### config.mk
export PLATFORM = sky130hd
export DESIGN_NAME = cpu_seq_m
export DESIGN_NICKNAME = d
export VERILOG_FILES = /design/src/rtl/cpu_seq_m.sv
export SDC_FILE = /design/constraint.sdc
export NUM_CORES = 1
export LEC_CHECK = 0
export CAP_MARGIN = 20
export CELL_PAD_IN_SITES_DETAIL_PLACEMENT = 0
export CELL_PAD_IN_SITES_GLOBAL_PLACEMENT = 2
export CORE_ASPECT_RATIO = 1.75
export CORE_MARGIN = 2
export CORE_UTILIZATION = 28
export CTS_BUF_LIST = sky130_fd_sc_hd__clkbuf_8
export DETAILED_ROUTE_END_ITERATION = 16
export GPL_TIMING_DRIVEN = 0
export HOLD_SLACK_MARGIN = 0.05
export PLACE_DENSITY = 0.81
export SLEW_MARGIN = 20
export SYNTH_ARGS = -nofsm -noshare
export SYNTH_HDL_FRONTEND = slang
export SYNTH_SLANG_ARGS = --single-unit
### constraint.sdc
create_clock -name clk -period 2.9 [get_ports clk]
set_input_delay 0.58 -clock clk [delete_from_list [all_inputs] [get_ports clk]]
set_output_delay 0.58 -clock clk [all_outputs]
set_load 0.02 [all_outputs]
### src/rtl/cpu_seq_m.sv
// 8-phase instruction sequencer for the 8-bit accumulator CPU.
// Ports: clk/rst (sync, active-high), opcode/zero/go in; memory, IR, PC,
// AC and bus strobes, halt, phase and retired-instruction count out.
module cpu_seq_m #(
  parameter int CNT_WIDTH = 16
) (
  input  logic                 clk,
  input  logic                 rst,
  input  logic [2:0]           opcode,
  input  logic                 zero,
  input  logic                 go,
  output logic                 sel,
  output logic                 mem_rd,
  output logic                 load_ir,
  output logic                 inc_pc,
  output logic                 load_pc,
  output logic                 load_ac,
  output logic                 mem_wr,
  output logic                 data_e,
  output logic                 halt,
  output logic [2:0]           phase,
  output logic [CNT_WIDTH-1:0] instr_cnt
);

  typedef enum logic {
    RUN,
    HALTED
  } state_e;

  localparam logic [2:0] P_INST_ADDR  = 3'd0;
  localparam logic [2:0] P_INST_FETCH = 3'd1;
  localparam logic [2:0] P_INST_LOAD  = 3'd2;
  localparam logic [2:0] P_IDLE       = 3'd3;
  localparam logic [2:0] P_OP_ADDR    = 3'd4;
  localparam logic [2:0] P_OP_FETCH   = 3'd5;
  localparam logic [2:0] P_ALU_OP     = 3'd6;
  localparam logic [2:0] P_STORE      = 3'd7;

  localparam logic [2:0] OP_HLT = 3'd0;
  localparam logic [2:0] OP_SKZ = 3'd1;
  localparam logic [2:0] OP_ADD = 3'd2;
  localparam logic [2:0] OP_AND = 3'd3;
  localparam logic [2:0] OP_XOR = 3'd4;
  localparam logic [2:0] OP_LDA = 3'd5;
  localparam logic [2:0] OP_STO = 3'd6;
  localparam logic [2:0] OP_JMP = 3'd7;

  state_e               state_q, state_d;
  logic [2:0]           phase_q, phase_d;
  logic [CNT_WIDTH-1:0] cnt_q, cnt_d;

  logic is_hlt;
  logic is_alu;

  assign is_hlt = (opcode == OP_HLT);
  assign is_alu = (opcode == OP_ADD) || (opcode == OP_AND) ||
                  (opcode == OP_XOR) || (opcode == OP_LDA);

  always_comb begin
    state_d = state_q;
    phase_d = phase_q;
    cnt_d   = cnt_q;
    unique case (state_q)
      RUN: begin
        // HLT parks the sequencer on OP_ADDR; phase does not advance.
        if (phase_q == P_OP_ADDR && is_hlt) begin
          state_d = HALTED;
        end else begin
          phase_d = phase_q + 3'd1;
          if (phase_q == P_STORE) begin
            cnt_d = cnt_q + CNT_WIDTH'(1);
          end
        end
      end
      HALTED: begin
        if (go) begin
          state_d = RUN;
          phase_d = P_INST_ADDR;
        end
      end
      default: begin
        state_d = RUN;
        phase_d = P_INST_ADDR;
      end
    endcase
  end

  always_ff @(posedge clk) begin
    if (rst) begin
      state_q <= RUN;
      phase_q <= P_INST_ADDR;
      cnt_q   <= '0;
    end else begin
      state_q <= state_d;
      phase_q <= phase_d;
      cnt_q   <= cnt_d;
    end
  end

  // Fetch phases never look at opcode, so an unloaded IR cannot leak X.
  always_comb begin
    sel     = 1'b0;
    mem_rd  = 1'b0;
    load_ir = 1'b0;
    inc_pc  = 1'b0;
    load_pc = 1'b0;
    load_ac = 1'b0;
    mem_wr  = 1'b0;
    data_e  = 1'b0;
    halt    = 1'b0;
    if (state_q == HALTED) begin
      halt = 1'b1;
    end else begin
      unique case (phase_q)
        P_INST_ADDR: begin
          sel = 1'b1;
        end
        P_INST_FETCH: begin
          sel    = 1'b1;
          mem_rd = 1'b1;
        end
        P_INST_LOAD, P_IDLE: begin
          sel     = 1'b1;
          mem_rd  = 1'b1;
          load_ir = 1'b1;
        end
        P_OP_ADDR: begin
          inc_pc = 1'b1;
          halt   = is_hlt;
        end
        P_OP_FETCH: begin
          mem_rd = is_alu;
        end
        P_ALU_OP: begin
          mem_rd  = is_alu;
          inc_pc  = (opcode == OP_SKZ) && zero;
          load_pc = (opcode == OP_JMP);
          data_e  = (opcode == OP_STO);
        end
        P_STORE: begin
          mem_rd  = is_alu;
          load_ac = is_alu;
          load_pc = (opcode == OP_JMP);
          mem_wr  = (opcode == OP_STO);
          data_e  = (opcode == OP_STO);
        end
        default: begin
          sel = 1'b0;
        end
      endcase
    end
  end

  assign phase     = phase_q;
  assign instr_cnt = cnt_q;

endmodule
# After elaboration in Yosys (flattened, before gate mapping)

Index checks and enable logic that the tools add are counted.

Add/subtract/negate cells: 2
Equal/unequal tests: 16
Muxes and demuxes: 24
Bitwise operators: 2
Reductions and logical operators: 14

Operators with widths:

| kind                    | number |
|---|---|
| $eq A3 B3 Y1 const B    | 8 |
| $mux W1                 | 18 |
| $add A16 B1 Y16 const B | 1 |
| $eq A3 B2 Y1 const B    | 4 |
| $eq A3 B1 Y1 const B    | 2 |
| $logic_not A3 Y1        | 2 |
| $mux W3                 | 2 |
| $pmux W1 S2             | 3 |
| $pmux W3 S2             | 1 |
| $reduce_or A3 Y1        | 2 |
| $ne A2 B2 Y1 const B    | 2 |
| $reduce_or A2 Y1        | 2 |
| $reduce_or A4 Y1        | 1 |
| $add A3 B1 Y3 const B   | 1 |
| $logic_or A1 B1 Y1      | 3 |
| $reduce_and A3 Y1       | 1 |
| $logic_and A1 B1 Y1     | 2 |
| $not A1 Y1              | 2 |
| $reduce_and A2 Y1       | 1 |

Register bits after elaboration: 20
Input bits: 7
Output and inout port bits: 28
Word-level logic and storage cells: 61

# Longest topological paths before layout

Word-level depth: 6
Mapped depth: 7
Gate-level depth less buffers: 6

# Worst setup path after synthesis

OpenSTA, ideal clock, no wires.

Path kind: register to output
From: register phase_q[0] (netlist: phase[0])
To: output load_pc
Data arrival time: 1.693 ns
Data required time: 2.320 ns
Setup slack: 0.627 ns
Stages on the path, launching flop included: 5
Path buffers: 0
Cell sequence: dfxtp_1 > ha_1 > ha_1 > a21oi_1 > nor4b_1

Cells in the longest elaborated chain, start to end: 4
Elaborated cells between the ends (all ways): 5
Classes of those cells: 2 x eq/ne; 2 x mux; 1 x reduce/logical

RTL lines:

| item                                | RTL line | RTL |
|---|---|---|
| from (decl)                         | 49       | `logic [2:0] phase_q, phase_d;` |
| from (signal assigned)              | 95       | `phase_q <= phase_d;` |
| $eq A3 B3 Y1                        | 114      | `unique case (phase_q)` |
| $reduce_or A2 Y1 (no source line) * | n/a      |  |
| $mux W1 *                           | n/a      |  |
| $mux W1 *                           | 111      | `if (state_q == HALTED) begin` |
| to (decl)                           | 16       | `output logic load_pc,` |

Mark *: on every way between the ends. The rest lies on a longest branch, timed or not.

# Final worst setup path

From: input opcode[0]
To: output halt

Cells in the longest elaborated chain, start to end: 3

RTL lines:

| item             | RTL line | RTL |
|---|---|---|
| from (decl)      | 9        | `input logic [2:0] opcode,` |
| $logic_not A3 Y1 | 55       | `assign is_hlt = (opcode == OP_HLT);` |
| $mux W1          | 114      |  |
| $mux W1          | 111      |  |
| to (decl)        | 20       | `output logic halt,` |

Every way passes these cells.

==> results.toml <==
[worst_hold_path]
hold_path_end = "instr_cnt[15]$_SDFFE_PP0P_"
holdPathStages = 2
worstHoldStart = "instr_cnt[15]$_SDFFE_PP0P_"
min_path_type = "flip-flop to flip-flop"

[logic_synthesis]
yosysWarnings = 0
synthesis.area_um2 = 1200
synth_cells = 139
synth-compound-area-share_pct = 20.0
yosysTopAreaCell = "dfxtp_1"
ys.flop_type = "dfxtp_1"
synth.area.top_cells = "dfxtp_1 33%, ha_1 8.3%, a21oi_1 5.8%, nor2_1 4.4%, o31ai_1 4.4%"
syn_nets = 154
async_reset_ff_share_pct = 0
synth_top_area_share_pct = 33.2
ys_types = 39
yosys.area_share.xor_xnor_pct = 3.63
synthSimpleGateAreaFrac_pct = 26.7
synth_seq_cells = 20
synth-adder-area-share_pct = 8.31
yosysSeqAreaShare_pct = 33.2
synth_edf_count = 0
synth_top_family_by_area = "simple AND/OR/NAND/NOR gates"
synth_area_per_cell_um2 = 8.67
synthMuxAreaShare_pct = 2.70

[power_and_ir_drop]
report.power.total_mw = 0.597
p_leak_nw = 0.595
p_per_area_nw_per_um2 = 356
peakVddDrop_mv = 0.289

[sta]
setup_viol = 0
finalHoldViolCount = 0
tightest_slew_ns = 0.467
setup_tns_ns = 0
holdWs_ns = 0.500
fmax_mhz = 360
skew_ns = 0.00408
post-route-min-period_ns = 2.78
slew_violations = 0
rsz0062_at_grt = "no"
relSlewSlack_pct = 68.9
fin_ws_ns = 0.122
post-route-period-util_pct = 95.8

[placement]
place_congestion = 0.730
place_ws_ns = -0.0542
hpwl_um = 2400
placement.io_buffers = 34
dpl_cell_area_um2 = 1610

[layout]
fill_cells = 429
area_growth_pct = 39.4
drive_gt1_share_pct = 7.87
design_area_um2 = 1680
layout_common_cells = "30 x clkdlybuf4s50_1, 20 x dfxtp_1, 14 x a21oi_1, 14 x nor2_1, 9 x inv_1"
antenna_cells = 0
layout.nets = 194
final_common_cell = "clkdlybuf4s50_1"

[floorplan]
die_area_um2 = 4860
row_count = 31
start_util_pct = 29.0
die_x_um = 53.6
boundaryPins = 35
coreArea_um2 = 4150
die_y_um = 90.8

[worst_setup_path]
critPathLaunchType = "primary input"
end_kind = "output port"
ff2ff_path_depth = 8
arrival_ns = 2.20
r2r-start = "phase[0]$_SDFFE_PP0N_"
critPathRequiredTime_ns = 2.32
r2r_end = "instr_cnt[14]$_SDFFE_PP0P_"
cp_max_fo = 6
reg2reg_setup_slack_ns = 0.55
critical_path_class = "primary input to output port"

[clocking]
cts-root-buf = "clkbuf_8"
cts.path.max_buffers = 2
postCtsHoldBufs = 0
clock_latency_ns = 0.25
cts-buffers-inserted = 3
clock_sinks = 20
clk_pin_slew_worst_paths_ns = 0.07
cts_tree = "built"
htree_levels = 1

[routing]
first_pass_iters = 4
initialDrtViolationCount = 22
ant_nets = 0
drc = 0
post_drt_wl_per_cell_um = 13.8
drt_wl_total_um = 3130
num_vias = 1173
drt-vias-per-instance = 5.17

[global_route]
grt_pass1_wl_um = 5110
grt_use_total_pct = 13.6
grt_pass1_vias = 1165
grt_max_degree = 12
antenna_found_initial = 0
gr-total-overflow = 0

[job]
cap_violations = 0

[status]
status = "finished, final reports clean"
[cells by family after synthesis]
family / Yosys count
adder cells (fa/ha/maj): 8
AO/OA/AOI/OAI: 34
AND/OR/NAND/NOR: 54
XOR/XNOR: 5
flip-flops: 20
multiplexers: 3
buffers and inverters: 15
[state kept, by name (all words and copies together), names as in the netlist]
register   flops
instr_cnt     16
state_q        1
phase          3
[area by class of cell]
| type | instances | area (µm²) | area share, % |
|---|---|---|---|
| plain buffers | 6 | 31.3 | 1.86 |
| clock buffers | 4 | 55.1 | 3.28 |
| inverters | 9 | 33.8 | 2.01 |
| multi-input cells | 104 | 747 | 44.5 |
| flip-flops and latches | 20 | 400 | 23.8 |
| well taps | 49 | 61.3 | 3.65 |
| repair buffers | 35 | 350 | 20.9 |
[through the flow]
stage          utilization (%)  instances
3_5_place_dp              38.7        222
6_report                  40.5        227
4_1_cts                   40.3        227
5_1_grt                   40.5        227
3_3_place_gp              38.7        222
2_1_floorplan                -        139
[how the worst max path moves through the flow]
stage                                      from      end  slack, ns
after global routing                  opcode[0]     halt       0.05
after CTS                             opcode[2]  load_pc       0.02
after detailed placement              opcode[1]   mem_rd      -0.05
after floorplan           phase[0]$_SDFFE_PP0N_  load_pc       0.63
final                                 opcode[0]     halt       0.12
after global placement                opcode[1]     halt      -0.04
[routing by layer]
layer	track usage [%]	wire (µm)	up-vias	share of wire, %
li1	-	-	589	-
met4	4.06	28	0	0.90
met2	25.1	1700	26	54
met3	1.99	147	2	4.7
met5	0	0	-	0
met1	15.0	1250	556	40
[synthesized netlist by cell type, types with 2 or more instances]
cell type,n
nand3_1,5
xnor2_1,4
o32ai_1,2
o31ai_1,7
o21ai_0,2
nand2_1,6
clkbuf_1,3
nor3_1,4
or3_1,3
a211oi_1,4
ha_1,8
a21oi_1,14
dfxtp_1,20
nor2_1,14
nand2b_1,3
inv_1,9
nor2b_1,2
nand4_1,2
or4_1,7
[what timing repair did]
action,in CTS,in global routing
setup endpoints to repair,2,2
pin swaps,1,0
resized for setup,3,2
buffers inserted,1,0
[power by group]
group	total, mW	internal [mW]	switching, mW	leakage [nW]
Clock	0.208	0.121	0.0877	0.0288
Sequential	0.283	0.279	0.00419	0.162
Combinational	0.106	0.0468	0.0591	0.405
Total	0.597	0.446	0.151	0.595
[worst max-delay path, cell delays in order]
cell and delay (ns):
clkdlybuf4s50_1 0.53, nor4b_4 0.32, nand2_1 0.10, nand2b_1 0.07
clkdlybuf4s50_1 0.59
(Power assumes the default switching activity.)
